<file path="config.mk">
export PLATFORM = sky130hd
export DESIGN_NAME = mux_4x1_seq
export DESIGN_NICKNAME = d
export VERILOG_FILES = /design/src/rtl/mux_pkg.sv /design/src/rtl/mux_4x1.sv /design/src/rtl/mux_4x1_seq.sv
export SDC_FILE = /design/constraint.sdc
export NUM_CORES = 1
export LEC_CHECK = 0
export BUFFER_PORTS_ARGS = -buffer_cell sky130_fd_sc_hd__clkbuf_2
export CAP_MARGIN = 40
export CORE_AREA = 2 2 39 41
export DETAILED_ROUTE_END_ITERATION = 8
export DIE_AREA = 0 0 41 43
export GPL_TIMING_DRIVEN = 1
export PLACE_DENSITY = 0.52
export SYNTH_ARGS = -nofsm -noshare
export SYNTH_HDL_FRONTEND = slang
export SYNTH_SLANG_ARGS = --single-unit
</file>
<file path="constraint.sdc">
create_clock -name clk_i -period 2.4 [get_ports clk_i]
set_input_delay 0.24 -clock clk_i [delete_from_list [all_inputs] [get_ports clk_i]]
set_output_delay 0.24 -clock clk_i [all_outputs]
set_load 0.005 [all_outputs]
</file>
<file path="src/rtl/mux_pkg.sv">
// mux_pkg: shared scan-FSM states and channel sizing for the sequential 4:1 mux scanner.
package mux_pkg;
  localparam int N_CH = 4;
  localparam int SEL_W = 2;
  typedef enum logic [1:0] {IDLE, SHIFT, GAP} state_e;
endpackage

</file>
<file path="src/rtl/mux_4x1.sv">
// mux_4x1: combinational 4:1 bit select; only built when MUX_SEQ_ECHO_CHECK_EN is defined,
// since the scanner uses it solely to form the expected echo bit.
`ifdef MUX_SEQ_ECHO_CHECK_EN
module mux_4x1
  import mux_pkg::*;
(
  input  logic [N_CH-1:0]  array_i,
  input  logic [SEL_W-1:0] sel_i,
  output logic             out_o
);
  assign out_o = array_i[sel_i];
endmodule
`endif

</file>
<file path="src/rtl/mux_4x1_seq.sv">
// mux_4x1_seq: latches a 4-bit word and scans it bit by bit through a downstream 4:1 mux.
// Optional echo check of mux_out_i enabled by MUX_SEQ_ECHO_CHECK_EN.
module mux_4x1_seq
  import mux_pkg::*;
#(
  parameter int unsigned GAP_CYCLES = 0,
  parameter bit          MSB_FIRST  = 0
) (
  input  logic             clk_i,
  input  logic             rst_i,
  input  logic [N_CH-1:0]  data_i,
  input  logic             valid_i,
  output logic             ready_o,
  output logic [N_CH-1:0]  array_o,
  output logic [SEL_W-1:0] sel_o,
  output logic             bit_valid_o,
  output logic             last_o,
  output logic             busy_o,
  input  logic             mux_out_i,
  output logic             err_o
);
  localparam logic [SEL_W-1:0] FIRST = MSB_FIRST ? SEL_W'(N_CH - 1) : '0;
  localparam logic [SEL_W-1:0] LAST = MSB_FIRST ? '0 : SEL_W'(N_CH - 1);
  localparam logic [3:0] GAP_LOAD = (GAP_CYCLES == 0) ? 4'd0 : 4'(GAP_CYCLES - 1);
  state_e state_q, state_d;
  logic [N_CH-1:0] array_q, array_d;
  logic [SEL_W-1:0] sel_q, sel_d, sel_step;
  logic [3:0] gap_q, gap_d;
  logic is_last;
  assign sel_step = MSB_FIRST ? sel_q - SEL_W'(1) : sel_q + SEL_W'(1);
  assign is_last = sel_q == LAST;
  always_comb begin
    state_d = state_q;
    array_d = array_q;
    sel_d = sel_q;
    gap_d = gap_q;
    case (state_q)
      IDLE: if (valid_i) begin
        state_d = SHIFT;
        array_d = data_i;
        sel_d = FIRST;
      end
      SHIFT: if (is_last) state_d = IDLE;
      else if (GAP_CYCLES == 0) sel_d = sel_step;
      else begin
        state_d = GAP;
        gap_d = GAP_LOAD;
      end
      GAP: if (gap_q == 4'd0) begin
        state_d = SHIFT;
        sel_d = sel_step;
      end else gap_d = gap_q - 4'd1;
      default: state_d = IDLE;
    endcase
  end
  always_ff @(posedge clk_i or posedge rst_i) begin
    if (rst_i) begin
      state_q <= IDLE;
      array_q <= '0;
      sel_q <= '0;
      gap_q <= '0;
    end else begin
      state_q <= state_d;
      array_q <= array_d;
      sel_q <= sel_d;
      gap_q <= gap_d;
    end
  end
  assign ready_o = state_q == IDLE;
  assign busy_o = !ready_o;
  assign bit_valid_o = state_q == SHIFT;
  assign last_o = bit_valid_o && is_last;
  assign array_o = array_q;
  assign sel_o = sel_q;
`ifdef MUX_SEQ_ECHO_CHECK_EN
  logic exp_bit, err_q;
  mux_4x1 u_mux (
    .array_i(array_q),
    .sel_i  (sel_q),
    .out_o  (exp_bit)
  );
  always_ff @(posedge clk_i or posedge rst_i) begin
    if (rst_i) err_q <= 1'b0;
    else err_q <= err_q | (bit_valid_o && (mux_out_i != exp_bit));
  end
  assign err_o = err_q;
`else
  logic unused_mux;
  assign unused_mux = mux_out_i;
  assign err_o = 1'b0;
`endif
endmodule

</file>
# Word-level counts from Yosys, hierarchy flattened
# Cells that the tools add are included.
# totals
register_bits	12
latch_bits	0
ramBits	0
mem_bits_ro	0
inputBits	8
out_inout_bits	11
word_cells	31
n_memories	0
# classes
n_addsub	2
mul	0
div	0
magnitude_cmp	0
eq_ne	7
shift	0
n_mux	8
n_bitwise	1
n_reduce_logical	9
# op_table
operator	count
2-to-1 mux 2 bit	6
one-hot mux 2 bit (3 select lines)	2
inequality test 2 bit (second input constant)	3
== test 2 bit (second input constant)	2
zero test 4 bit	1
AND reduction 2 bit	2
AND reduction 4 bit	1
subtractor 4 x 1 -> 4 bit (second input constant)	1
AND reduction 3 bit	1
nonzero test 3 bit	1
adder 2 x 1 -> 2 bit (second input constant)	1
== test 2 x 1 -> 1 bit (second input constant)	1
zero test 2 bit	1
inequality test 2 x 1 -> 1 bit (second input constant)	1
logical AND 1 bit	1
zero test 1 bit	1
inverter 1 bit	1

# Longest topological paths before layout
# Gate-level depths: netlist of the first run.
# logic_depth
ltp_word	3
depth_mapped	4
depth_no_buf	4

# Worst setup path before layout of the first run
# No wires, ideal clock.
# synth_timing
path_type	flip-flop to flip-flop
from	reg sel_q[0] (netlist: sel_o[0])
to	reg sel_q[0] (netlist: sel_o[0])
arrival_time_ns	1.093
t_required_ns	2.273
path_slack_ns	1.180
path_stages_with_launch	5
n_path_buf	0
period_less_slack_ns	1.220
path_cell_list	dfrtp_1 -> ha_1 -> and2_2 -> o21ai_1 -> o31ai_2
# synth_between
elab_chain_len	3
elab_cells_between_ends	7
cone_classes	add/sub: 1; eq/ne: 2; mux: 3; reduce/logical: 1
# synth_rtl
item	line_no	rtl
from (decl)	mux_4x1_seq.sv:27	logic [SEL_W-1:0] sel_q, sel_d, sel_step;
from (signal assigned)	mux_4x1_seq.sv:65	sel_q <= sel_d;
adder 2 x 1 -> 2 bit / == test 2 bit (equally long branches)	mux_4x1_seq.sv:30, mux_4x1_seq.sv:31	
2-to-1 mux 2 bit (tied with other cells)	mux_4x1_seq.sv:49	GAP: if (gap_q == 4'd0) begin
one-hot mux 2 bit (3 select lines) / AND reduction 4 bit (equally long branches)	--	
# Parallel ways exist; a longest one is shown, timed or not. The select of a mux whose other input is x is not followed.
# A chain may end at the register's enable or synchronous reset.

# Worst setup path in the final report of the first run
# layout_timing
from	reg sel_q[0] (netlist: sel_o[0])
to	out last_o
# layout_between
elab_chain_len	2
# layout_rtl
item	line_no	rtl
== test 2 bit	mux_4x1_seq.sv:31	assign is_last = sel_q == LAST;
logical AND 1 bit	mux_4x1_seq.sv:72	assign last_o = bit_valid_o && is_last;
to (decl)	mux_4x1_seq.sv:17	output logic last_o,
# No other way between the ends.

==> flow_summary_export.csv, run 1 <==
group,metric,value,unit
synth,synthMuxAreaShare,19.9,%
sta,tns,0,ns
power_and_ir_drop,power_frac_seq,39.8,%
synth,yosysSeqAreaShare,49.6,%
place,post-place-cells,57,
synth,synth.ff_latch_count,7,
clocking,cts_max_path_buffers,2,
grt,grt_antenna_before_repair,0,
synth,synth_cell_type_count,15,
die,die_area,1760,sq um
grt,grtUsageMet1,10.5,%
setup_path,slowest_stage,"sky130_fd_sc_hd__dfrtp_1",
setup_path,worst_path_dominant_cell_family,"flip-flops",
synth,postSynthAreaPerCell,13.1,sq um
setup_path,cp_slowest_stage_delay,0.43,ns
sta,period_share,63.0,%
cells_and_area,finish.instance_area,474,sq um
synth,yosys.area_share.xor_xnor,0,%
cells_and_area,insertedDiodeCount,0,
routing,routed_via_density,4.05,
die,initial_utilization,25.5,%
grt,global_route.overflow_total,0,
sta,final_setup_violations,0,
setup_path,critical_path.startpoint_type,"flop",
place,postPlaceCellArea,438,sq um
sta,timing.final.crit_period,1.51,ns
power_and_ir_drop,power_report.internal_total,393,uW
power_and_ir_drop,power.share.combinational,42.3,%
cells_and_area,net_count_reported_at_finish,57,
synth,synth_cells,27,
place,dpl_worst_slack,1.15,ns
sta,max_freq,662,MHz
die,coreArea,1380,sq um
clocking,cts.htree.levels,1,
setup_path,cp.buffers_inverters,1,
outcome,result_of_the_run,"finished clean",
sta,worst_slack,0.888,ns
cells_and_area,fraction_of_final_layout_cells_with_drive_strength_greater_than_1,56.5,%
sta,number_of_max_slew_violations_in_the_final_report,0,
power_and_ir_drop,clock_power_share,17.8,%
routing,routed_wire_length_per_instance,11.4,um
grt,vias_in_the_first_global_route,253,
setup_path,timing.critical_path.fanout_max,5,
synth,post_synth_fa_ha_maj_area_fraction,7.09,%
die,io_pins,19,
grt,grt_first_pass_wirelength,1.10,mm
setup_path,cell_breakdown_of_the_critical_path,"ha_1 > and2_2 > clkbuf_2",
sta,final_hold_viol_count,0,
clocking,master_cell_of_the_clock_root_buffer,"sky130_fd_sc_hd__clkbuf_4",
grt,grt_util_all_layers,10.1,%
sta,clock_skew,0.000105,ns
synth,compound_cell_area_share_of_the_yosys_netlist,7.80,%
sta,grt_setup_unrepaired,"false",
cells_and_area,finish.utilization,34.3,%
clocking,cts_inserted_buffers,3,
place,dp.final_hpwl,539,um
worst_hold_path,worstHoldPathType,"in -> reg",
grt,gr-usage-met2,14.4,%
synth,synth_top_family_by_area,"multiplexers",
flow_run,max_cap_violations,0,
setup_path,worst-endpoint-required,2.16,ns
routing,post_detailed_routing_wire_length,707,um
place,place.port_buffers,16,
power_and_ir_drop,max-vdd-ir-drop,0.474,mV
power_and_ir_drop,power.share.switching,33.4,%
cells_and_area,finish.cell_count_without_fillers,62,
clocking,clock-sinks,7,
synth,area_share_of_and_or_nand_nor_cells_after_synthesis,8.16,%
grt,global_route.peak_usage_layer,"met2",
synth,total_number_of_yosys_warnings,0,
grt,grt.met3_usage,9.95,%
grt,pin_count_of_the_biggest_net_entering_global_routing,8,
power_and_ir_drop,power.leakage,0.252,nW
setup_path,critical_path.endpoint_type,"output pin",
synth,synth_area,353,sq um
routing,routed-via-count,251,
routing,route.antenna.remaining_nets,0,
clocking,cts.reportedPaths.clkPinSlew,0.05,ns
cells_and_area,areaGrowthSynthToFinish,34.4,%
routing,drc,0,
setup_path,critPathArrivalTime,1.27,ns
die,dieHeight,43,um
setup_path,crit_type,"reg -> out",
die,die_w,41,um
die,core.rowCount,14,
power_and_ir_drop,p_per_area,1240,nW/um^2
place,place.gp.congestion,0.584,
routing,drt_pre_antenna_iters,1,
power_and_ir_drop,total_switching_power,197,uW
clocking,worst_skew_pair.late_latency,0.25,ns
routing,drt_first_iter_violations,0,
clocking,cts_tree,"built",
synth,postSynthNetCount,37,
[cells by family after synthesis]
| logic type | count (synthesis) |
|---|---|
| AND/OR/NAND/NOR | 4 |
| flip-flops | 7 |
| multiplexers | 5 |
| adder cells (fa/ha/maj) | 2 |
| other | 1 |
| buffers and inverters | 4 |
| AO/OA/AOI/OAI | 4 |
[state kept, by name, indices dropped and copies added, names as in the netlist]
| name | flops |
|---|---|
| array_o | 4 |
| sel_o | 2 |
| state_q | 1 |
[synth_stat cells (all sizes together)]
library cell | n | area share [%]
o31ai | 1 | 3.5
and2 | 1 | 2.1
nor2 | 1 | 1.1
nand2 | 1 | 1.1
nor2b | 1 | 3.9
ha | 2 | 7.1
inv | 2 | 2.1
a21oi | 1 | 1.4
buf | 2 | 4.3
o21ai | 2 | 2.8
mux2i | 1 | 2.8
dfrtp | 7 | 50
conb | 1 | 1.1
mux2 | 4 | 17
[cell type report]
type / count / area [sq um]
timing repair buffer: 17 / 90.1
inverter: 2 / 7.51
sequential: 7 / 175
fill: 143 / 910
multi-input combinational: 16 / 155
tap: 16 / 20.0
clock buffer: 4 / 26.3
[power by group through the flow]
| stage | clock network [mW] | registers, mW | logic [mW] |
|---|---|---|---|
| after floorplan | 0 | 0.234 | 0.154 |
| after global placement | 0 | 0.235 | 0.246 |
| after detailed placement | 0 | 0.236 | 0.247 |
| after CTS | 0.112 | 0.234 | 0.257 |
| after global routing | 0.119 | 0.244 | 0.284 |
| final | 0.105 | 0.235 | 0.250 |
[layer usage]
metal  wire length [um]  part of all wire (%)
met1                287                    41
met5                  0                     0
met3                107                    15
met4                  0                     0
met2                311                    44
[worst paths after layout]
check                      startpoint         end  slack [ns]  depth (start not counted)
min in group asynchronous       rst_i  array_o[1]        0.45                          3
max in group asynchronous       rst_i  array_o[3]        1.75                          3
min                         data_i[2]  array_o[2]        0.22                          2
max                          sel_o[0]      last_o        0.89                          3
max reg2reg                  sel_o[0]    sel_o[0]        1.13                          4
min reg2reg                array_o[2]  array_o[2]        0.50                          1
[placed cells by master, fill, tap and decap left out]
cell and n:
sky130_fd_sc_hd__and2_2 1, sky130_fd_sc_hd__o21ai_0 1, sky130_fd_sc_hd__dlygate4sd3_1 1, sky130_fd_sc_hd__nor2_1 1, sky130_fd_sc_hd__mux2_4 4, sky130_fd_sc_hd__dfrtp_1 7, sky130_fd_sc_hd__clkbuf_2 16, sky130_fd_sc_hd__o31ai_2 1
sky130_fd_sc_hd__inv_1 2, sky130_fd_sc_hd__ha_1 2, sky130_fd_sc_hd__a21oi_1 1, sky130_fd_sc_hd__nor2b_4 1, sky130_fd_sc_hd__clkbuf_4 3, sky130_fd_sc_hd__o21ai_1 1, sky130_fd_sc_hd__nand2_1 1, sky130_fd_sc_hd__clkbuf_1 1
sky130_fd_sc_hd__mux2i_1 1, sky130_fd_sc_hd__conb_1 1
[per-stage QoR]
step	power, mW	hold slack [ns]
floorplan	0.388	0.0434
global placement	0.481	0.165
detailed placement	0.482	0.169
CTS	0.603	0.215
global route	0.648	0.214
finish	0.590	0.225
[worst reg2reg max path, cell delays in order (launching register included)]
cell,delay [ns]
sky130_fd_sc_hd__dfrtp_1,0.43
sky130_fd_sc_hd__ha_1,0.27
sky130_fd_sc_hd__and2_2,0.21
sky130_fd_sc_hd__o21ai_1,0.15
sky130_fd_sc_hd__o31ai_2,0.08
[timing repair]
action / 4_1_cts / 5_1_grt
endpoints found under the hold margin: 7 / 0
hold buffers: 1 / 0
setup buffers: 0 / 0
resized for setup: 0 / 0
(Power assumes the default switching activity.)
==> run 2: changes to the inputs <==
Settings changed: PLACE_DENSITY 0.52 to 0.54.
Clock period 2.4 ns to 1.2 ns, I/O delays scaled along.
==> flow_summary_export.csv, run 2 (synthesized netlist as in run 1, its figures left out) <==
group,metric,value,unit
outcome,result_of_the_run,"finished clean",
cells_and_area,largest_register_ffs,4,
die,initial_utilization,25.5,%
clocking,worst_skew_pair.late_latency,0.25,ns
cells_and_area,final_cell_mix,"16 x sky130_fd_sc_hd__clkbuf_2, 7 x sky130_fd_sc_hd__dfrtp_1, 4 x sky130_fd_sc_hd__mux2_4, 4 x sky130_fd_sc_hd__buf_4, 3 x sky130_fd_sc_hd__clkbuf_4",
cells_and_area,finish.cell_count_without_fillers,66,
grt,grt_first_pass_wirelength,1.02,mm
place,place.gp.congestion,0.656,
power_and_ir_drop,power.share.combinational,49.0,%
clocking,cts_inserted_buffers,3,
grt,pin_count_of_the_biggest_net_entering_global_routing,8,
die,dieHeight,43,um
cells_and_area,finish.utilization,36.8,%
power_and_ir_drop,clock_power_share,16.6,%
grt,grt_antenna_before_repair,0,
power_and_ir_drop,power_frac_seq,34.4,%
setup_path,worst_r2r_startpoint,"state_q[0]",
power_and_ir_drop,total_power,1.27,mW
routing,routed_wire_length_per_instance,10.4,um
sta,worst_slack,0.00273,ns
setup_path,r2r_cells,2,
routing,routed_via_density,4.11,
routing,drt_pre_antenna_iters,1,
power_and_ir_drop,power_report.internal_total,865,uW
power_and_ir_drop,power.share.switching,32.2,%
setup_path,critical_path.endpoint_type,"output pin",
power_and_ir_drop,max-vdd-ir-drop,1.19,mV
grt,global_route.overflow_total,0,
setup_path,critPathArrivalTime,1.08,ns
setup_path,critical_path.startpoint_type,"flop",
power_and_ir_drop,total_switching_power,410,uW
power_and_ir_drop,p_per_area,2500,nW/um^2
worst_hold_path,worstHoldPathType,"in -> reg",
sta,period_share,99.8,%
place,post-place-cells,60,
sta,max_freq,835,MHz
sta,number_of_max_slew_violations_in_the_final_report,0,
setup_path,worst-endpoint-required,1.08,ns
clocking,cts_max_path_buffers,2,
clocking,master_cell_of_the_clock_root_buffer,"sky130_fd_sc_hd__clkbuf_4",
place,dp.final_hpwl,552,um
setup_path,cell_breakdown_of_the_critical_path,"ha_2 > and2_4 > clkbuf_2",
setup_path,crit-reg2reg-capture,"array_o[3]",
clocking,cts.htree.levels,1,
setup_path,critical_path.endpoint,"last_o",
power_and_ir_drop,power.leakage,0.273,nW
grt,vias_in_the_first_global_route,255,
grt,grt_util_all_layers,9.11,%
sta,grt_setup_unrepaired,"true",
setup_path,setup.reg_to_reg.worst_slack,0.07,ns
die,coreArea,1380,sq um
sta,final_hold_viol_count,0,
routing,post_detailed_routing_wire_length,687,um
clocking,clock-sinks,7,
die,core.rowCount,14,
die,die_area,1760,sq um
routing,route.antenna.remaining_nets,0,
sta,timing.final.crit_period,1.20,ns
sta,final_setup_violations,0,
clocking,cts_tree,"built",
routing,drt_first_iter_violations,0,
cells_and_area,areaGrowthSynthToFinish,44.3,%
die,io_pins,19,
cells_and_area,fraction_of_final_layout_cells_with_drive_strength_greater_than_1,64.0,%
routing,routed-via-count,271,
cells_and_area,insertedDiodeCount,0,
cells_and_area,layout_commonest_cell,"sky130_fd_sc_hd__clkbuf_2",
setup_path,crit_type,"reg -> out",
routing,drc,0,
place,place.port_buffers,16,
setup_path,slowest_stage,"sky130_fd_sc_hd__dfrtp_1",
cells_and_area,net_count_reported_at_finish,61,
place,dpl_worst_slack,0.0735,ns
setup_path,cp_slowest_stage_delay,0.38,ns
die,die_w,41,um
sta,clock_skew,0.00347,ns
clocking,cts.reportedPaths.clkPinSlew,0.06,ns
flow_run,max_cap_violations,0,
setup_path,critPathLaunch,"sel_o[1]",
setup_path,timing.critical_path.fanout_max,2,
==> run 2: power by group through the flow <==
| stage | clock, mW | combinational (mW) | sequential (mW) |
|---|---|---|---|
| 3_3_place_gp | 0 | 0.606 | 0.436 |
| 3_5_place_dp | 0 | 0.594 | 0.446 |
| 2_1_floorplan | 0 | 0.312 | 0.469 |
| 5_1_grt | 0.241 | 0.697 | 0.455 |
| 6_report | 0.211 | 0.625 | 0.439 |
| 4_1_cts | 0.223 | 0.612 | 0.444 |
==> run 2: routing by layer <==
metal  GRT usage [%]  up-vias  part of all wire (%)
li1                -      131                     -
met1            10.9      123                    46
met2            12.2       17                    44
met3            4.71        0                   9.8
met4            6.00        0                     0
met5               0        -                     0
==> run 2: what timing repair did <==
| item | in CTS | in global routing |
|---|---|---|
| endpoints found under the hold margin | 7 | 0 |
| hold buffers | 1 | 0 |
| pin swaps | 1 | 0 |
| buffers inserted | 0 | 1 |
| resized for setup | 1 | 0 |
| endpoints found under the setup margin | 1 | 1 |
==> run 2: how the worst min path moves through the flow <==
stage          startpoint    endpoint  slack, ns  cells past startpoint
6_report        data_i[2]  array_o[2]       0.11                      2
5_1_grt         data_i[3]  array_o[3]        0.1                      2
4_1_cts         data_i[2]  array_o[2]       0.10                      2
3_5_place_dp        rst_i  array_o[0]       0.04                      2
3_3_place_gp        rst_i  array_o[1]       0.04                      2
2_1_floorplan       rst_i  array_o[0]      -0.08                      1
==> run 2: metrics by stage <==
stage | instance area [sq um] | hold WS (ns) | TNS, ns
floorplan | 355 | -0.0766 | 0
global placement | 463 | 0.0432 | 0
detailed placement | 463 | 0.0429 | 0
CTS | 502 | 0.101 | -0.00574
global route | 509 | 0.0992 | -0.0452
finish | 509 | 0.107 | 0
==> run 2: cell type report <==
type                            instances  area, sq um
Multi-Input combinational cell         16          159
Clock inverter                          1         5.00
Tap cell                               16         20.0
Timing Repair Buffer                   21          120
Sequential cell                         7          175
Fill cell                             138          875
Clock buffer                            3         22.5
Inverter                                2         7.51
==> run 2: worst max-delay path: cells and delay by family (launching register included) <==
kind | cells | cell delay [ns]
fa+ha+maj | 1 | 0.19
buf+inv | 1 | 0.10
flops | 1 | 0.38
simple gates | 1 | 0.15
